$ cat config.mk
export PLATFORM = sky130hd
export DESIGN_NAME = gemv_skew_feeder
export DESIGN_NICKNAME = d
export VERILOG_FILES = /design/src/rtl/gemv_pkg.sv /design/src/rtl/gemv_lane_delay.sv /design/src/rtl/gemv_skew_feeder.sv
export SDC_FILE = /design/constraint.sdc
export NUM_CORES = 1
export LEC_CHECK = 0
export CORE_ASPECT_RATIO = 2
export CORE_UTILIZATION = 55
export CTS_CLUSTER_DIAMETER = 120
export DETAILED_ROUTE_END_ITERATION = 8
export GPL_TIMING_DRIVEN = 0
export PLACE_DENSITY_LB_ADDON = 0.2
export SLEW_MARGIN = 10
export SYNTH_ARGS = -nofsm -noshare
export SYNTH_HDL_FRONTEND = slang
export SYNTH_HIERARCHICAL = 1
export SYNTH_SLANG_ARGS = --single-unit
$ cat constraint.sdc
create_clock -name clk -period 5 [get_ports clk]
set_clock_uncertainty 0.05 [all_clocks]
set_input_delay 0.75 -clock clk [delete_from_list [all_inputs] [get_ports clk]]
set_output_delay 0.75 -clock clk [all_outputs]
set_load 0.01 [all_outputs]
$ cat src/rtl/gemv_pkg.sv
// Shared definitions for the GEMV datapath: default element width and array
// dimension (mirroring def.vh), the element type and the skew-feeder FSM states.
package gemv_pkg;

    localparam int DEF_DW = 16;  // element width in bits
    localparam int DEF_SZ = 3;   // array dimension = lanes per row

    typedef logic [DEF_DW-1:0] elem_t;

    typedef enum logic [1:0] {
        IDLE,
        STREAM,
        DRAIN
    } feed_state_e;

endpackage

$ cat src/rtl/gemv_lane_delay.sv
// Enable-gated shift chain for one lane of the skew feeder. A lane with
// DEPTH=k+1 delays its element by k+1 advances; dout is the last stage.
module gemv_lane_delay #(
    parameter int DW    = 16,
    parameter int DEPTH = 1
) (
    input  logic          clk,
    input  logic          rst,
    input  logic          en,
    input  logic [DW-1:0] din,
    output logic [DW-1:0] dout
);

    logic [DW-1:0] stage [DEPTH];

    // Shift one position per advance; the chain freezes when en is low.
    // NOTE: the chain is reset even though it is data storage, because a reset mid-frame must not leak old elements into the next frame's leading zeros.
    always_ff @(posedge clk or posedge rst) begin
        if (rst) begin
            for (int i = 0; i < DEPTH; i++) begin
                stage[i] <= '0;
            end
        end else if (en) begin
            stage[0] <= din;
            for (int i = 1; i < DEPTH; i++) begin
                stage[i] <= stage[i-1];
            end
        end
    end

    assign dout = stage[DEPTH-1];

endmodule

$ cat src/rtl/gemv_skew_feeder.sv
// Skew feeder for the GEMV systolic array. Accepts one activation row per
// beat and emits the diagonally skewed wavefront for array.A: lane k is
// delayed k beats and zero-padded before and after its data.
// Optional feature: define GEMV_FEEDER_ROWCNT_EN to add the rows_seen output
// (rows accepted in the current frame, saturating at 16'hFFFF).
module gemv_skew_feeder
    import gemv_pkg::*;
#(
    parameter int DW = DEF_DW,
    parameter int SZ = DEF_SZ
) (
    input  logic          clk,
    input  logic          rst,
    input  logic [DW-1:0] in_row [SZ-1:0],
    input  logic          in_valid,
    input  logic          in_last,
    output logic          in_ready,
    output logic [DW-1:0] out_vec [SZ-1:0],
    output logic          out_valid,
    input  logic          out_ready,
    output logic          out_first,
`ifdef GEMV_FEEDER_ROWCNT_EN
    output logic [15:0]   rows_seen,
`endif
    output logic          out_last
);

    // drain_cnt counts 0..SZ-2; keep it at least one bit wide for SZ<=2.
    localparam int CW = (SZ > 2) ? $clog2(SZ - 1) : 1;
    localparam logic [CW-1:0] DRAIN_LAST = CW'((SZ > 1) ? (SZ - 2) : 0);

    feed_state_e   state, state_nxt;
    logic [CW-1:0] drain_cnt, drain_nxt;

    logic slot_free;
    logic accept;
    logic advance;
    logic last_beat;

    assign slot_free = !out_valid || out_ready;
    assign in_ready  = slot_free && (state != DRAIN) && !rst;
    assign accept    = in_valid && in_ready;
    assign advance   = accept || ((state == DRAIN) && slot_free);

    // The beat being produced now closes the frame: final drain advance, or
    // the in_last accept itself when there is only one lane.
    assign last_beat = ((state == DRAIN) && (drain_cnt == DRAIN_LAST))
                     || ((SZ == 1) && accept && in_last);

    // State register and drain counter.
    // NOTE: sequential state uses non-blocking assignment so every register samples pre-edge values; combinational blocks use blocking.
    always_ff @(posedge clk or posedge rst) begin
        if (rst) begin
            state     <= IDLE;
            drain_cnt <= '0;
        end else begin
            state     <= state_nxt;
            drain_cnt <= drain_nxt;
        end
    end

    // Next-state logic: a frame ends with SZ-1 zero-fed drain advances.
    // NOTE: defaults first so every path assigns every output and no latch is inferred.
    always_comb begin
        state_nxt = state;
        drain_nxt = drain_cnt;
        case (state)
            IDLE, STREAM: begin
                if (accept) begin
                    if (in_last) begin
                        state_nxt = (SZ > 1) ? DRAIN : IDLE;
                    end else begin
                        state_nxt = STREAM;
                    end
                end
            end
            DRAIN: begin
                if (slot_free) begin
                    if (drain_cnt == DRAIN_LAST) begin
                        state_nxt = IDLE;
                        drain_nxt = '0;
                    end else begin
                        drain_nxt = drain_cnt + 1'b1;
                    end
                end
            end
            default: begin
                state_nxt = IDLE;
                drain_nxt = '0;
            end
        endcase
    end

    // One delay chain per lane; lane k is k+1 deep so row r, lane k lands
    // on beat r+k. Drain advances feed zeros to flush the chains.
    for (genvar k = 0; k < SZ; k++) begin : g_lane
        logic [DW-1:0] lane_src;

        assign lane_src = (state == DRAIN) ? '0 : in_row[k];

        gemv_lane_delay #(
            .DW    (DW),
            .DEPTH (k + 1)
        ) u_lane (
            .clk  (clk),
            .rst  (rst),
            .en   (advance),
            .din  (lane_src),
            .dout (out_vec[k])
        );
    end

    // Output beat flags: set on every advance, held while the beat is stalled.
    always_ff @(posedge clk or posedge rst) begin
        if (rst) begin
            out_valid <= 1'b0;
            out_first <= 1'b0;
            out_last  <= 1'b0;
        end else if (advance) begin
            out_valid <= 1'b1;
            out_first <= (state == IDLE);
            out_last  <= last_beat;
        end else if (out_ready) begin
            out_valid <= 1'b0;
            out_first <= 1'b0;
            out_last  <= 1'b0;
        end
    end

`ifdef GEMV_FEEDER_ROWCNT_EN
    // Rows accepted in the current frame; restarts on the frame's first accept.
    always_ff @(posedge clk or posedge rst) begin
        if (rst) begin
            rows_seen <= '0;
        end else if (accept) begin
            if (state == IDLE) begin
                rows_seen <= 16'd1;
            end else if (rows_seen != 16'hFFFF) begin
                rows_seen <= rows_seen + 16'd1;
            end
        end
    end
`endif

endmodule

Word-level counts from Yosys, hierarchy flattened. Index checks and enable logic that the tools add are counted.

Output and inout bits: 52. Register bits after elaboration: 102. Bits of input ports: 53.

$add $sub $neg: 1. Multiplexer cells: 15. Bitwise logic cells: 1. Equal/unequal tests: 6. Reductions and logical operators: 14.

Operators with widths (count): 2-to-1 mux 16 bit (3); 2-to-1 mux 2 bit (4); != test 2 bit, second input constant (4); 2-to-1 mux 1 bit (6); logical AND 1 bit (5); case mux 2 bit (2 select lines) (1); AND reduction 3 bit (1); equality test 2 x 1 -> 1 bit, second input constant (1); equality test 2 bit, second input constant (1); zero test 1 bit (2); zero test 2 bit (1); logical OR 1 bit (2); case mux 1 bit (2 select lines) (1); AND reduction 2 bit (1); nonzero test 2 bit (1); OR reduction 2 bit (1); adder 1 bit, second input constant (1); NOT 1 bit (1).

Logic depth before layout (Yosys ltp).
Word-level depth: 7. Mapped depth: 7. Gate-level depth less buffers: 3.

Modules after synthesis. The synthesis kept the hierarchy.

Modules (own cells, without submodules): gemv_lane_delay (g_lane[2].u_lane) (seq. area each 1201.2 um^2, area each 1984.4 um^2, cells an instance 118, times used 1); gemv_lane_delay (g_lane[1].u_lane) (seq. area each 800.8 um^2, area each 1468.9 um^2, cells an instance 85, times used 1); gemv_skew_feeder (seq. area each 150.1 um^2, area each 693.2 um^2, cells an instance 85, times used 1); gemv_lane_delay (g_lane[0].u_lane) (seq. area each 400.4 um^2, area each 653.1 um^2, cells an instance 35, times used 1).

Least setup slack after synthesis. Ideal clock, no wire load.

Kind: in2reg. Start: input port in_valid. End: register g_lane[2].u_lane/stage[16] (netlist bit). Path buffers: 2. Arrival: 2032 ps. Cell stages on the path: 5. Setup time: 125 ps. Data required time: 4825 ps. Path slack: 2793 ps. Path through: or2b_1 -> a21boi_1 -> buf_6 -> buf_6 -> mux2_4.

Word-level cells in the longest chain between the ends: 2.

RTL lines: start, declared (RTL line gemv_skew_feeder.sv:15) `input logic in_valid,`; logical AND 1 bit (RTL line gemv_skew_feeder.sv:42) `assign accept = in_valid && in_ready;`; logical OR 1 bit (RTL line gemv_skew_feeder.sv:43) `assign advance = accept || ((state == DRAIN) && slot_free);`; net advance (RTL line gemv_skew_feeder.sv:37) `logic advance;`; end signal, assigned by index (RTL line gemv_lane_delay.sv:26) `stage[i] <= stage[i-1];`; end, declared (RTL line gemv_lane_delay.sv:14) `logic [DW-1:0] stage [DEPTH];`.

The timed path passes the listed nets, and every way through them passes these cells. A chain may end at the register's enable or synchronous reset.

Final worst setup path.
Start: input port out_ready. End: output port in_ready.

Word-level cells in the longest chain between the ends: 3.

RTL lines: start, declared (RTL line gemv_skew_feeder.sv:20) `input logic out_ready,`; logical OR 1 bit (RTL line gemv_skew_feeder.sv:40) `assign slot_free = !out_valid || out_ready;`; logical AND 1 bit (2 in series) (RTL line gemv_skew_feeder.sv:41) `assign in_ready = slot_free && (state != DRAIN) && !rst;`; end, declared (RTL line gemv_skew_feeder.sv:17) `output logic in_ready,`.

Every way passes these cells.

==> results by group <==
Status
  • Status: complete, no violations

Placement
  • GPL Wtd Cong: 0.743
  • Placement Setup Slack: 1.93 ns
  • Port Buffers: roughly 100
  • HPWL Detailed: ~6.5 mm
  • Post-placement cell area: around 0.006 mm2

Power and ir drop
  • Part of the power in registers: 0.387
  • Power Internal: about 2800 uW
  • Switching Share: 0.277
  • Maximum vdd drop: 0.318 mV
  • Clock Power Share: 0.178
  • P_leak: 0.00283 uW
  • Psw: between 1000 and 1500 uW
  • Combinational power share: 0.435
  • Power per cell area: between 600 and 700 mW/mm2

STA
  • Min Tclk post-route: 3.06 ns
  • Worst-Margin Slew: 0.648 ns
  • Unrepaired setup endpoints after global routing: no
  • Final Cycle Share: 0.611
  • Final Hold Vio Count: 0
  • Final Hold Slack: around 0.46 ns
  • Max transition margin: 0.567
  • Post-route worst setup slack: ~2 ns
  • Final TNS setup: 0 ns
  • Slew Viols, Final: 0
  • Setup Viol. Count Final: 0
  • Max Clock Freq: approximately 330 MHz

Worst setup path
  • Worst path required time: ~4.2 ns
  • Type of origin of the critical path: primary input
  • Crit. End Element: output pin
  • CP arrival: between 2 and 2.5 ns
  • Crit Path Class: primary input to output pin
  • Worst Path Max Fanout: 10
  • R2R cell count: 7

Floorplan
  • Die ar.: 0.00913 mm2
  • Core area: roughly 0.0084 mm2
  • Die width: between 60 and 70 um
  • Placement Rows: 47
  • Die H: roughly 130 um
  • I/O Pins: 105
  • Starting Density: 0.575

Synthesis
  • Share of the synthesized area in the top cell type: 0.532
  • Syn_area_per_cell: about 15 um2
  • Synthesized instance count: about 320
  • Sequential fraction of the synthesis area: 0.532
  • YS warnings: 6
  • Flops & latches, synth: approximately 100
  • Synth Cell Area: ~0.0048 mm2
  • Syn_nets: between 300 and 400
  • Top cells by area, synth: dfrtp_1 53%, mux2_4 19%, mux2_2 8.4%
  • Unique masters post-synth: 26
  • Top cell type by total area after synthesis: dfrtp_1

Clock tree
  • CTS buffer count: 9
  • Clk sinks: 102
  • H-tree lvl count: 3
  • Skew-Pair Late Insertion Delay: roughly 0.34 ns
  • Clock slew at reported path FFs: ~0.060 ns
  • Post-CTS resize count: 0
  • Root Buffer: clkbuf_16
  • # Post-CTS Setup Buffers: 0
  • Clock buffer depth: 2
  • CTS tree: yes
  • Hold Buf Count CTS: 0

Layout
  • Post-route design area: 0.00628 mm2
  • Fin nets: just under 500
  • Antenna diodes: 0
  • Share of layout cells above drive strength 1: 0.381
  • Most frequent cells in the layout: 104 x clkdlybuf4s50_1, 102 x dfrtp_1, 60 x mux2_4, 48 x and2_1, 36 x mux2_2
  • Number of fill cells: 558
  • Commonest non-fill, non-tap cell in the layout: clkdlybuf4s50_1
  • Synth-to-layout area growth: 30.8%

Drt
  • Routed wire length: 9.04 mm
  • DRT antenna net count: 0
  • Via count: ~2800
  • Wire length on met1: 3.51 mm
  • Drt first pass iters: 4
  • Metal2 WL: roughly 5.0 mm
  • Vias per std cell: between 5 and 6
  • DR top layer: met4
  • Initial drt markers: 96
  • WL/cell: 16.7 um
  • WL met3: approximately 300 um
  • DRC: 0

Global routing
  • First-pass GRT wire length: between 10 and 15 mm
  • Total GRT Usage: 0.219
  • Initial antenna violation count: 0
  • Number of global-route vias before repair: roughly 3000
  • GRT Residual Overflow: 0
  • Pin count of the biggest net entering global routing: 35

Hold path
  • Worst Hold Depth: 1
  • HP Class: flop to flop

Job
  • MaxCap Viol Count: 0
state kept, by name (all words and copies together) (netlist names):
name / cells
g_lane.u_lane/dout: 48
g_lane.u_lane/stage: 48
state: 2
drain_cnt: 1
out_first: 1
out_last: 1
out_valid: 1
kinds of logic after synthesis:
family,after synthesis,share of synthesized area
AO/OA/AOI/OAI,12,0.0203
flip-flops,102,0.532
multiplexers,96,0.272
AND/OR/NAND/NOR,58,0.0748
buffers and inverters,55,0.101
synthesized netlist by cell type:
master      n
dfrtp_1   102
mux2_4     60
and2_1     48
mux2_2     36
buf_4      32
buf_6      12
inv_1       5
buf_12      4
a21boi_1    2
a21oi_2     2
buf_2       2
nand2b_1    2
nand3_1     2
o21ai_0     2
a21o_1      1
a21oi_1     1
a22o_1      1
a311oi_1    1
and3_1      1
nand2_1     1
nand2b_2    1
nor2_1      1
nor2b_1     1
o32ai_1     1
o32ai_2     1
or2b_1      1
final timing paths:
kind / start / end / slack, ns
worst min register to register: g_lane[0].u_lane/dout[3]$_DFFE_PP0P_ / g_lane[0].u_lane/dout[3]$_DFFE_PP0P_ / 0.46
worst min-delay path: g_lane[0].u_lane/dout[3]$_DFFE_PP0P_ / g_lane[0].u_lane/dout[3]$_DFFE_PP0P_ / 0.46
min in group asynchronous: rst / state[0]$_DFFE_PP0P_ / 0.76
worst max-delay path: out_ready / in_ready / 1.94
worst max register to register: state[0]$_DFFE_PP0P_ / g_lane[2].u_lane/stage[44]$_DFFE_PP0P_ / 2.75
max in group asynchronous: rst / g_lane[1].u_lane/dout[13]$_DFFE_PP0P_ / 3.55
final cells by class:
class / instances / area, um2 / area share
well taps: 98 / 123 / 0.0195
multi-input cells: 166 / 1760 / 0.281
clock inverters: 5 / 41.3 / 0.00658
inverters: 5 / 18.8 / 0.00299
clock buffers: 11 / 253 / 0.0403
plain buffers: 50 / 465 / 0.0741
repair buffers: 105 / 1060 / 0.169
flip-flops and latches: 102 / 2550 / 0.407
worst max-delay path: stages:
cell	delay (ns)
clkdlybuf4s50_1	0.52
nand2b_2	0.16
buf_6	0.14
and3_1	0.15
clkdlybuf4s50_1	0.54
per-stage QoR:
| step | power [uW] | std cells | utilization |
|---|---|---|---|
| after floorplan | 2510 | 323 | - |
| after global placement | 3080 | 525 | 0.714 |
| after detailed placement | 3140 | 526 | 0.717 |
| after CTS | 3840 | 542 | 0.752 |
| after global routing | 4010 | 542 | 0.752 |
| final | 3800 | 542 | 0.752 |
power groups by stage:
stage	clock network [uW]	registers (uW)	logic, uW
after floorplan	0	1440	1070
after global routing	719	1520	1770
after detailed placement	0	1470	1670
after global placement	0	1450	1630
final	676	1470	1660
after CTS	690	1470	1680
routing by layer:
| metal | track usage | vias to the layer above |
|---|---|---|
| li1 | - | 1288 |
| met1 | 0.251 | 1396 |
| met2 | 0.382 | 76 |
| met3 | 0.0340 | 16 |
| met4 | 0.0984 | 0 |
| met5 | 0 | - |
No activity file was read; power rests on OpenSTA's default activity.
